File: config.mk
export PLATFORM = sky130hd
export DESIGN_NAME = uart_cmd_rx
export DESIGN_NICKNAME = d
export VERILOG_FILES = /design/src/rtl/uart_cmd_rx.sv
export SDC_FILE = /design/constraint.sdc
export NUM_CORES = 1
export LEC_CHECK = 0
export ABC_CLOCK_PERIOD_IN_PS = 4990
export BUFFER_PORTS_ARGS = -buffer_cell sky130_fd_sc_hd__clkbuf_2
export CAP_MARGIN = 15
export CORE_AREA = 2 2 118 177
export DETAILED_ROUTE_END_ITERATION = 6
export DIE_AREA = 0 0 120 179
export HOLD_SLACK_MARGIN = 0.05
export PLACE_DENSITY = 0.73
export SLEW_MARGIN = 40
export SYNTH_ARGS = -nofsm -noshare
export SYNTH_HDL_FRONTEND = slang
export SYNTH_SLANG_ARGS = --single-unit
File: constraint.sdc
create_clock -name clk -period 4.99 [get_ports clk]
set_input_delay 0.7485 -clock clk [delete_from_list [all_inputs] [get_ports clk]]
set_output_delay 0.7485 -clock clk [all_outputs]
set_load 0.005 [all_outputs]
File: src/rtl/uart_cmd_rx.sv
// uart_cmd_rx -- parses 7-byte host command frames (AA CMD D0 D1 D2 D3 CSUM) from the
// UART receiver and updates the camera colour-threshold registers. Rev 1.0
`default_nettype none

module uart_cmd_rx #(
  parameter logic [7:0]  HEADER    = 8'hAA,
  parameter logic [23:0] TIMEOUT   = 24'd1_000_000,
  parameter logic [31:0] RMAX_INIT = 32'h0000_8000,
  parameter logic [31:0] GMIN_INIT = 32'h0000_4000,
  parameter logic [31:0] BMAX_INIT = 32'h0000_8000,
  parameter logic [31:0] CMIN_INIT = 32'h0000_0040
) (
  input  logic        clk,
  input  logic        rst,
  input  logic        read_done,
  input  logic [7:0]  read_data,
  output logic [31:0] r_max,
  output logic [31:0] g_min,
  output logic [31:0] b_max,
  output logic [31:0] c_min,
  output logic        frame_ok,
  output logic        frame_err,
  output logic [7:0]  err_cnt,
  output logic [2:0]  state
);

  typedef enum logic [2:0] {
    S_IDLE = 3'd0,
    S_CMD  = 3'd1,
    S_DATA = 3'd2,
    S_CSUM = 3'd3
  } state_t;

  localparam logic [23:0] TMO_LAST = TIMEOUT - 24'd1;

  state_t      cur;
  logic        rd_d;
  logic [1:0]  idx;
  logic [23:0] tmo_cnt;
  logic [31:0] shreg;
  logic [7:0]  cmd;
  logic [7:0]  xsum;

  logic        accept;
  logic        timeout_hit;
  logic        csum_good;
  logic [7:0]  err_next;

  assign accept      = read_done & ~rd_d;
  // An accept in the expiry cycle keeps the frame alive.
  assign timeout_hit = (cur != S_IDLE) && !accept && (tmo_cnt == TMO_LAST);
  assign csum_good   = (read_data == xsum) && (cmd <= 8'd3);
  assign err_next    = (err_cnt == 8'hFF) ? err_cnt : err_cnt + 8'd1;
  assign state       = cur;

  always_ff @(posedge clk or negedge rst) begin
    if (!rst) begin
      cur       <= S_IDLE;
      rd_d      <= 1'b0;
      idx       <= 2'd0;
      tmo_cnt   <= 24'd0;
      shreg     <= 32'd0;
      cmd       <= 8'd0;
      xsum      <= 8'd0;
      r_max     <= RMAX_INIT;
      g_min     <= GMIN_INIT;
      b_max     <= BMAX_INIT;
      c_min     <= CMIN_INIT;
      frame_ok  <= 1'b0;
      frame_err <= 1'b0;
      err_cnt   <= 8'd0;
    end else begin
      rd_d      <= read_done;
      frame_ok  <= 1'b0;
      frame_err <= 1'b0;

      if (cur == S_IDLE || accept) begin
        tmo_cnt <= 24'd0;
      end else begin
        tmo_cnt <= tmo_cnt + 24'd1;
      end

      if (timeout_hit) begin
        cur       <= S_IDLE;
        frame_err <= 1'b1;
        err_cnt   <= err_next;
        tmo_cnt   <= 24'd0;
      end else if (accept) begin
        case (cur)
          S_IDLE: begin
            if (read_data == HEADER) begin
              cur <= S_CMD;
            end
          end
          S_CMD: begin
            cmd   <= read_data;
            xsum  <= read_data;
            shreg <= 32'd0;
            idx   <= 2'd0;
            cur   <= S_DATA;
          end
          S_DATA: begin
            shreg[{idx, 3'b000} +: 8] <= read_data;
            xsum <= xsum ^ read_data;
            idx  <= idx + 2'd1;
            if (idx == 2'd3) begin
              cur <= S_CSUM;
            end
          end
          S_CSUM: begin
            if (csum_good) begin
              case (cmd[1:0])
                2'd0:    r_max <= shreg;
                2'd1:    g_min <= shreg;
                2'd2:    b_max <= shreg;
                default: c_min <= shreg;
              endcase
              frame_ok <= 1'b1;
            end else begin
              frame_err <= 1'b1;
              err_cnt   <= err_next;
            end
            cur <= S_IDLE;
          end
          default: cur <= S_IDLE;
        endcase
      end
    end
  end

endmodule

`default_nettype wire

==> results.md <==
- H-tree depth: 1
- Int Pwr: 2.79 mW
- Final Cell Area: 10600 µm²
- Logic gate share of total power: 0.034
- Fin crit share: 0.533
- Initial antenna violation count: 0
- Flops & latches, synth: 215
- Unrepaired setup endpoints after global routing: no
- Length of the first detailed-routing pass in iterations: 4
- Final Net Count: 824
- DP Worst Slack: 1.95 ns
- DP Area: 9840 µm²
- Finished Core Util: 0.526
- Vias/cell: 5.26
- DIE WIDTH: 120 µm
- Status: finished clean
- Post-synth EDFFs: 0
- Worst slew pin tran: 0.816 ns
- Synth warn: 0
- DR WL/cell: 18.5 µm
- Crit path kind: reg -> reg
- Initial Util: 0.437
- Routed WL: 20000 µm
- Syn avg cell area: 13.5 µm²
- Distinct cell type count after synthesis: 48
- Global route total overflow: 0
- Layout area overhead: 20.3%
- Top FF cell, synth: dfrtp_1
- Fmax: 0.376 GHz
- Cell Area, Synth: 8790 µm²
- Filler cells: 1708
- Crit end category: flop
- Post-synth top area share: 0.601
- VDD IR-drop max: 0.220 mV
- Dpl hpwl: 13700 µm
- Sequential share of power: 0.498
- Async set-reset flop share out of synthesis: 1.00
- Global-route wire length before repair: 31700 µm
- Max-slew violation count: 0
- Sw frac: 0.216
- Kind of start point of the critical path: flop
- Total negative slack: 0 ns
- Post CTS Setup Buffer Count: 0
- Syn_nets: 672
- Worst EP arrival: 3.04 ns
- Post-synth top area cell: dfrtp_1
- Layout cells sized above 1: 0.428
- CTS tree: yes
- Worst hold path class: in -> async
- Worst Path Required: 5.37 ns
- # rows: 64
- P_sw: 0.771 mW
- Register area: 5390 µm²
- Antenna diode count: 0
- CTS buffer count: 21
- CP max FO: 32
- Clock Skews: 0.0139 ns
- CORE AREA: 20100 µm²
- Ports: 152
- Die Span Y: 179 µm
- Clk slew on worst S/H paths: 0.07 ns
- Footprint of the multi-input gates: 3280 µm²
- Seq/Total Area, Yosys: 0.613
- Pin count of the biggest net entering global routing: 74
- Final setup fails: 0
- Drt drc: 0
- Routed Antenna Nets: 0
- Setup ws final: 2.33 ns
- Post-CTS sizing: 0
- LEAKAGE: 5.39 nW
- Power density cells: 337 nW/µm²
- Routability Congestion: 0.760
- Number of hold violations in the final report: 0
- Vias in the first global route: 5787
- MaxCap Viol Count: 0
- Worst-Skew Late Latency: 0.51 ns
- Fin crit period: 2.66 ns
- Die area: 21500 µm²
- IO buf count: 150
- Mapped Cells: 651
- Max_slew headroom: 0.455
- Cts hold-fix bufs: 0
- Synth area leaders: dfrtp_1 (60%), mux2_2 (18%), a22o_1 (2.4%)
- Clock Sinks: 215
- Clk network pwr share: 0.467
- Max clock buf depth: 3
- Vias post-DR: 5685
- All-Layer GR Usage: 0.187
- Clk root buf: clkbuf_16
- 1st-iter DRT viols: 345
## Yosys cell counts, types with 6 or more instances
cell type,n
a21oi_1,11
a22o_1,24
buf_2,10
clkbuf_1,12
dfrtp_1,211
ha_1,10
mux2_2,139
nand2_1,55
nand3_1,18
nand4_1,6
nor2_1,38
o21ai_0,10
o22ai_1,8
xnor2_1,14
xor2_1,19
## cells by family after synthesis
group	synth area share
adders and majority gates	0.0142
and+or+nand+nor	0.0870
buffers and inverters	0.0172
muxes	0.182
AOI/OAI and AO/OA	0.0534
xor gates and xnor gates	0.0329
other	0.000427
DFF	0.613
## area by class of cell
class	count	share of cell area
tap	264	0.0313
multi-input combinational	403	0.310
clock buffer	28	0.0560
timing repair buffer	157	0.0789
sequential	215	0.510
inverter	5	0.00178
clock inverter	9	0.0126
## state kept, by name, indices dropped and copies added (netlist names), 24 cells and up
name,cells
shreg,32
g_min,32
c_min,32
b_max,32
r_max,32
tmo_cnt,24
## worst max-delay path, stage by stage (launching register included)
cell,delay [ns]
dfrtp_1,0.38
nor4_1,0.39
nand4_1,0.27
nor4_4,0.46
and3_4,0.61
mux2_2,0.40
## per-stage QoR
step           cells  total power, mW  hold WS [ns]
6_report        1081             3.56         0.132
5_1_grt         1081             3.68         0.138
4_1_cts         1081             3.60         0.127
3_5_place_dp    1044             1.93         0.479
3_3_place_gp    1043             1.92         0.470
2_1_floorplan    651             1.86         0.453
## routing by layer
metal | vias up | share of wire | routed length, µm | GRT usage
met3 | 36 | 0.043 | 855 | 0.0286
met4 | 0 | 0.031 | 628 | 0.0775
met1 | 2913 | 0.40 | 8010 | 0.229
met2 | 142 | 0.53 | 10600 | 0.328
met5 | - | 0 | 0 | 0
li1 | 2594 | - | - | -
## power by group through the flow
stage | Sequential [mW] | Clock (mW) | Combinational [mW]
2_1_floorplan | 1.80 | 0 | 0.0617
3_3_place_gp | 1.80 | 0 | 0.117
3_5_place_dp | 1.81 | 0 | 0.124
4_1_cts | 1.77 | 1.70 | 0.124
5_1_grt | 1.77 | 1.77 | 0.138
6_report | 1.77 | 1.66 | 0.122
## cell usage in the layout (no fill, tap or decap), drive strengths merged, types with 4 or more instances in the layout
cell type  Yosys  layout
o22ai          8       8
clkbuf        12     177
xor2          19      19
nor3           5       5
dfrtp        211     211
ha            10      10
nor2          38      38
mux2         142     142
nand4          6       6
a21oi         11      11
dfstp          4       4
and3           6       6
o21ai         12      12
nand3         19      19
a22o          25      25
inv            5       6
nand2         55      55
nor4           6       6
buf           16       8
xnor2         14      14
## worst paths after layout
path                       startpoint   endpoint  slack, ns  depth (start not counted)
max                            cmd[2]  c_min[30]       2.33                          5
min                               rst  r_max[29]       0.13                          1
max reg2reg                    cmd[2]  c_min[30]       2.33                          5
min reg2reg                 c_min[31]  c_min[31]       0.49                          1
max in group asynchronous         rst  g_min[30]       3.90                          2
min in group clk            read_done       rd_d       0.38                          1
Power figures use the tool's default switching activity.
